### src/rtl/des_key_rotator.sv
// DES key-schedule rotator: turns a C0/D0 pair into per-round Ci/Di, one round per accepted beat.
// Optional feature macro DES_ROTATOR_DIR_EN enables decrypt (right-rotate) schedules.
module des_key_rotator #(
  parameter int HALF_W = 28,
  parameter int ROUNDS = 16,
  parameter int RND_W  = 4,
  parameter logic [ROUNDS-1:0] SHIFT_MAP = 16'h8103
) (
  input  logic              clk,
  input  logic              reset_n,
  input  logic              start,
  input  logic              decrypt,
  input  logic [HALF_W-1:0] c0_in,
  input  logic [HALF_W-1:0] d0_in,
  output logic              busy,
  output logic              out_valid,
  input  logic              out_ready,
  output logic [RND_W-1:0]  round_idx,
  output logic [HALF_W-1:0] ci_out,
  output logic [HALF_W-1:0] di_out,
  output logic              done
);

  typedef enum logic [1:0] {IDLE, RUN, DONE} state_t;

  localparam logic [RND_W-1:0] LAST_IDX = RND_W'(ROUNDS - 1);

  state_t state, state_nxt;

  logic [RND_W-1:0]  nxt_idx;
  logic              enc_one;
  logic [HALF_W-1:0] first_c, first_d;
  logic [HALF_W-1:0] step_c, step_d;

  function automatic logic [HALF_W-1:0] rot_left(input logic [HALF_W-1:0] x, input logic one);
    return one ? {x[HALF_W-2:0], x[HALF_W-1]} : {x[HALF_W-3:0], x[HALF_W-1:HALF_W-2]};
  endfunction

`ifdef DES_ROTATOR_DIR_EN
  // Decrypt round r>1 undoes encrypt round ROUNDS+2-r, so its map is the encrypt map read backwards.
  function automatic logic [ROUNDS-1:0] reverse_map(input logic [ROUNDS-1:0] m);
    logic [ROUNDS-1:0] r;
    for (int k = 0; k < ROUNDS; k++) r[k] = m[(ROUNDS - k) % ROUNDS];
    return r;
  endfunction

  function automatic logic [HALF_W-1:0] rot_right(input logic [HALF_W-1:0] x, input logic one);
    return one ? {x[0], x[HALF_W-1:1]} : {x[1:0], x[HALF_W-1:2]};
  endfunction

  localparam logic [ROUNDS-1:0] DEC_MAP = reverse_map(SHIFT_MAP);

  logic dir;
  logic dec_one;
`else
  logic unused_decrypt;
  assign unused_decrypt = decrypt;
`endif

  assign nxt_idx = round_idx + RND_W'(1);

  always_comb begin
    enc_one = 1'b0;
`ifdef DES_ROTATOR_DIR_EN
    dec_one = 1'b0;
`endif
    for (int k = 0; k < ROUNDS; k++) begin
      if (nxt_idx == RND_W'(k)) begin
        enc_one = SHIFT_MAP[k];
`ifdef DES_ROTATOR_DIR_EN
        dec_one = DEC_MAP[k];
`endif
      end
    end
  end

  always_comb begin
    first_c = rot_left(c0_in, SHIFT_MAP[0]);
    first_d = rot_left(d0_in, SHIFT_MAP[0]);
    step_c  = rot_left(ci_out, enc_one);
    step_d  = rot_left(di_out, enc_one);
`ifdef DES_ROTATOR_DIR_EN
    if (decrypt) begin
      first_c = c0_in;
      first_d = d0_in;
    end
    if (dir) begin
      step_c = rot_right(ci_out, dec_one);
      step_d = rot_right(di_out, dec_one);
    end
`endif
  end

  always_ff @(posedge clk) begin
    if (!reset_n) state <= IDLE;
    else          state <= state_nxt;
  end

  always_comb begin
    state_nxt = state;
    case (state)
      IDLE:    if (start) state_nxt = RUN;
      RUN:     if (out_ready && round_idx == LAST_IDX) state_nxt = DONE;
      DONE:    state_nxt = IDLE;
      default: state_nxt = IDLE;
    endcase
  end

  always_comb begin
    busy      = 1'b0;
    out_valid = 1'b0;
    done      = 1'b0;
    case (state)
      RUN: begin
        busy      = 1'b1;
        out_valid = 1'b1;
      end
      DONE: begin
        busy = 1'b1;
        done = 1'b1;
      end
      default: ;
    endcase
  end

  // The held pair only moves on an accepted beat, so back-pressure freezes the outputs.
  always_ff @(posedge clk) begin
    if (!reset_n) begin
      round_idx <= '0;
      ci_out    <= '0;
      di_out    <= '0;
`ifdef DES_ROTATOR_DIR_EN
      dir       <= 1'b0;
`endif
    end else begin
      case (state)
        IDLE: begin
          if (start) begin
            round_idx <= '0;
            ci_out    <= first_c;
            di_out    <= first_d;
`ifdef DES_ROTATOR_DIR_EN
            dir       <= decrypt;
`endif
          end
        end
        RUN: begin
          if (out_ready && round_idx != LAST_IDX) begin
            round_idx <= nxt_idx;
            ci_out    <= step_c;
            di_out    <= step_d;
          end
        end
        default: ;
      endcase
    end
  end

endmodule

### config.mk
export PLATFORM = sky130hd
export DESIGN_NAME = des_key_rotator
export DESIGN_NICKNAME = d
export VERILOG_FILES = /design/src/rtl/des_key_rotator.sv
export SDC_FILE = /design/constraint.sdc
export NUM_CORES = 1
export LEC_CHECK = 0
export BUFFER_PORTS_ARGS = -buffer_cell sky130_fd_sc_hd__buf_2
export CAP_MARGIN = 30
export CORE_MARGIN = 1
export CORE_UTILIZATION = 50
export DETAILED_ROUTE_END_ITERATION = 10
export PLACE_DENSITY = 0.81
export SYNTH_ARGS = -nofsm -noshare
export SYNTH_HDL_FRONTEND = slang
export SYNTH_SLANG_ARGS = --single-unit
### constraint.sdc
create_clock -name clk -period 3.95 [get_ports clk]
set_input_delay 0.5925 -clock clk [delete_from_list [all_inputs] [get_ports clk]]
set_output_delay 0.5925 -clock clk [all_outputs]
set_load 0.005 [all_outputs]
==> impl_metrics.env, run 1 <==
export IMPL_status="finished clean"
export IMPL_grt_met2_usage=0.441
export IMPL_final_fill_count=596
export IMPL_dieHeight_um=83.8
export IMPL_die_area_mm2=0.00702
export IMPL_setup_viol=0
export IMPL_ys_seq_area_frac=0.371
export IMPL_insertion_delay_ns=0.35
export IMPL_pre_cts_ws_ns=1.16
export IMPL_gp_congestion=0.825
export IMPL_drv_cap=0
export IMPL_ys_ff_latch=62
export IMPL_end_kind="flip-flop"
export IMPL_synthFlopType="dfxtp_1"
export IMPL_initial_core_util=0.524
export IMPL_ir_worst_vdd_v=0.000288
export IMPL_die_x_um=83.8
export IMPL_rows=29
export IMPL_grt_pass1_wl_um=16000
export IMPL_hpwl_um=6130
export IMPL_maxSlewViolCount=0
export IMPL_cts_max_level=3
export IMPL_critPathLaunchType="flip-flop"
export IMPL_synth_avg_cell_area_um2=7.45
export IMPL_powerDensity_mw_per_mm2=527
export IMPL_rsz0062_at_grt="no"
export IMPL_setup_tns_ns=0
export IMPL_area_delta_synth_final_pct=25.4
export IMPL_io_buffers=122
export IMPL_total_power_mw=2.21
export IMPL_synth_cells=449
export IMPL_route_vias_total=3853
export IMPL_hold_viol_final=0
export IMPL_grt_ovfl_total=0
export IMPL_layout_drive_gt1_share=0.278
export IMPL_clock_sinks=62
export IMPL_critPathKind="flip-flop to flip-flop"
export IMPL_fin_crit_ns=2.84
export IMPL_r2r_start="round_idx[0]"
export IMPL_cp_slowest_cell="o211ai_4"
export IMPL_synth_warnings=0
export IMPL_drc=0
export IMPL_met3_usage=0.0732
export IMPL_worst_path_largest_cell_delay_ns=0.50
export IMPL_io_pins=124
export IMPL_core_area_mm2=0.00639
export IMPL_root_buffer="clkbuf_8"
export IMPL_routedWlPerCell_um=16.0
export IMPL_r2r_slack_ns=1.11
export IMPL_r2r_end="di_out[4]"
export IMPL_cts_setup_buffers=0
export IMPL_insertedDiodeCount=0
export IMPL_synth_edf_count=0
export IMPL_track_usage=0.277
export IMPL_met1_usage=0.348
export IMPL_cts_tree="done"
export IMPL_clkTransAtPathRegs_ns=0.08
export IMPL_grt_busiest_layer="met2"
export IMPL_crit_path_start="round_idx[0]"
export IMPL_grt_max_degree=119
export IMPL_ff2ff_path_depth=7
export IMPL_cts_hold_fix_buffers=0
export IMPL_path_cells="ha_1, or3b_1, a211o_1, o211ai_4, buf_4, nand3_1, a31oi_1"
export IMPL_synth_area_mm2=0.00334
export IMPL_finalWirelength_um=9950
export IMPL_finalWorstSetupSlack_ns=1.11
export IMPL_worstHoldPathType="input port to flip-flop"
export IMPL_final_antenna_net_count=0
export IMPL_crit_end="di_out[4]"
export IMPL_grt_pass1_vias=3364
export IMPL_worst_pin_slew_ns=0.907
export IMPL_ctsLongestPathBuffers=2
export IMPL_cp_arrival_ns=3.10
export IMPL_syn_nets=518
export IMPL_cp_num_cells=7
export IMPL_ctsResizeCount=0
export IMPL_async_flop_share=0
export IMPL_critical_path_max_fanout=40
export IMPL_drtIter0Drc=290
export IMPL_drt_first_pass_iters=5
export IMPL_antenna_found_initial=0
export IMPL_fin_skew_ns=0.0113
export IMPL_critPathRequiredTime_ns=4.21
export IMPL_vias_per_cell=6.18
export IMPL_finalCritPeriodShare=0.719
export IMPL_synth_distinct_cells=30
export IMPL_nets=610
export IMPL_path_delay_family="compound AO/OA/AOI/OAI gates"
export IMPL_cts_buffers=9
export IMPL_relSlewSlack=0.396
export IMPL_fmax_ghz=0.352
export IMPL_cellLeakagePower_nw=1.69
export IMPL_crit_buf_inv=1
[worst register-to-register path, cell delays in order (launching register included)]
cell and delay (ns):
dfxtp_1 0.39, ha_1 0.30, or3b_1 0.38, a211o_1 0.32
o211ai_4 0.50, buf_4 0.50, nand3_1 0.15, a31oi_1 0.21
[state kept, by name (all words and copies together), names as in the netlist]
signal / cells
ci_out: 28
di_out: 28
round_idx: 4
state: 2
[layer usage]
layer  vias up  routed length, um
met5         -                  0
li1       1859                  -
met4         0                182
met3        16                819
met1      1801               4220
met2       177               4730
[per-stage QoR]
step / area, um^2 / utilization / cells / hold WS [ns]
after floorplan: 3340 / - / 449 / 0.497
after global placement: 3900 / 0.610 / 606 / 0.501
after detailed placement: 3900 / 0.610 / 606 / 0.510
after CTS: 4170 / 0.652 / 622 / 0.511
after global routing: 4190 / 0.657 / 623 / 0.523
final: 4190 / 0.657 / 623 / 0.517
[Yosys cell counts, types with 4 or more instances]
library cell	count	area, um^2
inv_1	6	22.5
buf_2	9	45.0
nand3_1	117	586
clkbuf_1	31	116
buf_1	4	15.0
a31oi_1	56	350
nand2_1	6	22.5
o21ai_0	59	295
buf_6	4	45.0
a21oi_1	59	295
dfxtp_1	62	1240
ha_1	8	100
[power by group]
group	total [mW]	internal, mW	switching, mW
clock network	0.755	0.499	0.255
registers	0.843	0.732	0.111
logic	0.612	0.232	0.380
total	2.21	1.46	0.747
[placed cells by master, fill, tap and decap left out]
master      netlist  layout
ha_1              8       7
and2_2            0       1
or3_1             1       1
bufinv_16         0       4
nand4b_1          2       2
clkinv_2          0       1
nand3_1         117     117
o211ai_4          0       1
nor2b_1           3       3
and2_1            2       1
clkbuf_8          0      10
nor2_1            2       2
nor3_1            1       1
and3b_1           1       1
a31oi_1          56      56
buf_2             9     122
nand2_1           6       6
clkinvlp_4        0       1
ha_4              0       1
buf_4             2       8
inv_2             0       1
o211a_2           0       1
or3b_1            1       1
dfxtp_1          62      62
buf_16            0       1
a21boi_0          3       3
nand2b_1          2       2
o2111ai_1         1       1
a21oi_1          59      59
inv_1             6       5
mux2i_1           2       2
and3_1            1       1
o21ai_0          59      59
a211o_1           1       1
o21a_1            1       1
[area by class of cell]
cell class,count,area [um^2],area share
flip-flops and latches,62,1240,0.296
repair buffers,131,698,0.166
clock buffers,10,138,0.0328
multi-input cells,331,1870,0.445
inverters,6,22.5,0.00537
well taps,77,96.3,0.0230
clock inverters,6,133,0.0316
[worst min-delay path by stage]
stage	from	to	slack, ns	depth (start not counted)
6_report	c0_in[17]	ci_out[18]	0.52	3
5_1_grt	c0_in[14]	ci_out[15]	0.52	3
3_3_place_gp	di_out[2]	di_out[3]	0.50	2
4_1_cts	c0_in[17]	ci_out[18]	0.51	3
2_1_floorplan	state[1]	state[1]	0.50	2
3_5_place_dp	di_out[2]	di_out[3]	0.51	2
[logic make-up after synthesis]
| family | Yosys count | share of synthesized area |
|---|---|---|
| buffers and inverters | 56 | 0.0775 |
| DFF | 62 | 0.371 |
| adders and majority gates | 8 | 0.0299 |
| muxes | 2 | 0.00599 |
| and+or+nand+nor | 139 | 0.213 |
| AOI/OAI and AO/OA | 182 | 0.302 |
Power figures use the tool's default switching activity.
==> run 2: changes to the inputs <==
--- a/config.mk
+++ b/config.mk
@@ -8,9 +8,9 @@
 export BUFFER_PORTS_ARGS = -buffer_cell sky130_fd_sc_hd__buf_2
 export CAP_MARGIN = 30
 export CORE_MARGIN = 1
-export CORE_UTILIZATION = 50
+export CORE_UTILIZATION = 45
 export DETAILED_ROUTE_END_ITERATION = 10
-export PLACE_DENSITY = 0.81
+export PLACE_DENSITY = 0.77
 export SYNTH_ARGS = -nofsm -noshare
 export SYNTH_HDL_FRONTEND = slang
 export SYNTH_SLANG_ARGS = --single-unit
==> constraint.sdc (replaced) <==
create_clock -name clk -period 2.3 [get_ports clk]
set_input_delay 0.345 -clock clk [delete_from_list [all_inputs] [get_ports clk]]
set_output_delay 0.345 -clock clk [all_outputs]
set_load 0.005 [all_outputs]
==> impl_metrics.env, run 2 (synthesis gave the netlist of run 1 again) <==
export IMPL_top_regs="ci_out: 28 flops, di_out: 28 flops, round_idx: 4 flops"
export IMPL_maxSlewViolCount=0
export IMPL_vias_per_cell=6.08
export IMPL_final_common_cell="buf_2"
export IMPL_fmax_ghz=0.453
export IMPL_ff2ff_path_depth=9
export IMPL_nets=617
export IMPL_cts_max_level=3
export IMPL_r2r_end="ci_out[19]"
export IMPL_dieHeight_um=88.2
export IMPL_ir_worst_vdd_v=0.000464
export IMPL_critPathKind="flip-flop to flip-flop"
export IMPL_critPathRequiredTime_ns=2.57
export IMPL_grt_pass1_vias=3438
export IMPL_fin_util=0.597
export IMPL_core_area_mm2=0.00721
export IMPL_drtIter0Drc=310
export IMPL_grt_max_degree=69
export IMPL_status="finished clean"
export IMPL_die_x_um=88.2
export IMPL_finalWirelength_um=10200
export IMPL_io_pins=124
export IMPL_antenna_found_initial=0
export IMPL_hpwl_um=6190
export IMPL_end_kind="flip-flop"
export IMPL_cts_buffers=9
export IMPL_critPathLaunchType="flip-flop"
export IMPL_root_buffer="clkbuf_8"
export IMPL_critical_path_max_fanout=14
export IMPL_r2r_slack_ns=0.09
export IMPL_die_area_mm2=0.00778
export IMPL_min_to="di_out[16]"
export IMPL_setup_viol=0
export IMPL_r2r_start="round_idx[0]"
export IMPL_track_usage=0.259
export IMPL_rows=31
export IMPL_final_antenna_net_count=0
export IMPL_layout_common_cells="buf_2, nand3_1, dfxtp_1, a21oi_1, o21ai_0"
export IMPL_worst_pin_slew_ns=0.747
export IMPL_drv_cap=0
export IMPL_area_delta_synth_final_pct=28.8
export IMPL_cts_tree="done"
export IMPL_ctsLongestPathBuffers=2
export IMPL_insertion_delay_ns=0.35
export IMPL_grt_ovfl_total=0
export IMPL_layout_drive_gt1_share=0.298
export IMPL_final_fill_count=687
export IMPL_clock_sinks=62
export IMPL_grt_pass1_wl_um=16100
export IMPL_crit_path_start="round_idx[0]"
export IMPL_cellLeakagePower_nw=1.72
export IMPL_cp_arrival_ns=2.48
export IMPL_clkTransAtPathRegs_ns=0.08
export IMPL_routedWlPerCell_um=15.6
export IMPL_hold_start="d0_in[15]"
export IMPL_gp_congestion=0.788
export IMPL_hold_viol_final=0
export IMPL_relSlewSlack=0.502
export IMPL_fin_crit_ns=2.21
export IMPL_route_vias_total=3963
export IMPL_finalCritPeriodShare=0.960
export IMPL_drt_first_pass_iters=7
export IMPL_io_buffers=122
export IMPL_fin_skew_ns=0.00957
export IMPL_min_delay_path_depth=3
export IMPL_powerDensity_mw_per_mm2=830
export IMPL_drc=0
export IMPL_setup_tns_ns=0
export IMPL_worstHoldPathType="input port to flip-flop"
export IMPL_insertedDiodeCount=0
export IMPL_initial_core_util=0.463
==> run 2: changes by cell type in the layout (fill, tap and decap cells not counted), sizes merged <==
| cell | delta |
|---|---|
| clkbuf | +3 |
| buf | +5 |
| bufinv | -3 |
| clkinvlp | +2 |
==> run 2: layer usage <==
layer	part of all wire	track usage	up-vias
met4	0.018	0.106	0
li1	-	-	1877
met2	0.48	0.425	188
met3	0.081	0.0603	20
met1	0.42	0.328	1878
met5	0	0	-
==> run 2: where the power goes <==
group,internal [mW],switching [mW]
registers,1.26,0.188
clock network,0.557,0.453
logic,0.452,0.668
total,2.27,1.31
==> run 2: final cells by class <==
class                      count  area [um^2]  share of cell area
tap                           99          124              0.0288
multi-input combinational    331         1870               0.435
inverter                       6         22.5             0.00523
timing repair buffer         138          828               0.192
clock inverter                 5         57.6              0.0134
clock buffer                  11          151              0.0352
sequential                    62         1250               0.290
==> run 2: what timing repair did <==
| action | CTS | global route |
|---|---|---|
| hold buffers | 0 | 0 |
| buffers inserted | 0 | 2 |
| gates resized for setup | 0 | 7 |
| setup endpoints to repair | 0 | 56 |
==> run 2: worst max path at each step <==
stage	end	cells after the start
finish	ci_out[19]	9
global route	ci_out[19]	9
CTS	ci_out[19]	8
detailed placement	ci_out[9]	7
global placement	ci_out[4]	7
floorplan	ci_out[10]	8
==> run 2: worst max-delay path, stage by stage, from the launching register on <==
cell and delay [ns]:
dfxtp_4 0.37, inv_1 0.08, ha_2 0.18, or3b_1 0.36, a211o_1 0.35, o211ai_4 0.19
buf_12 0.15, buf_12 0.14, nand3_1 0.09, a31oi_1 0.22
==> run 2: through the flow <==
step | cell area (um^2) | worst slack [ns] | hold WS (ns) | power (mW) | std cells
6_report | 4310 | 0.0931 | 0.266 | 3.57 | 652
3_5_place_dp | 4010 | 0.0978 | 0.506 | 2.52 | 632
2_1_floorplan | 3340 | 0.229 | 0.483 | 2.09 | 449
5_1_grt | 4310 | -0.00754 | 0.271 | 3.79 | 652
4_1_cts | 4220 | 0.0521 | 0.262 | 3.53 | 648
3_3_place_gp | 4010 | 0.149 | 0.495 | 2.50 | 632
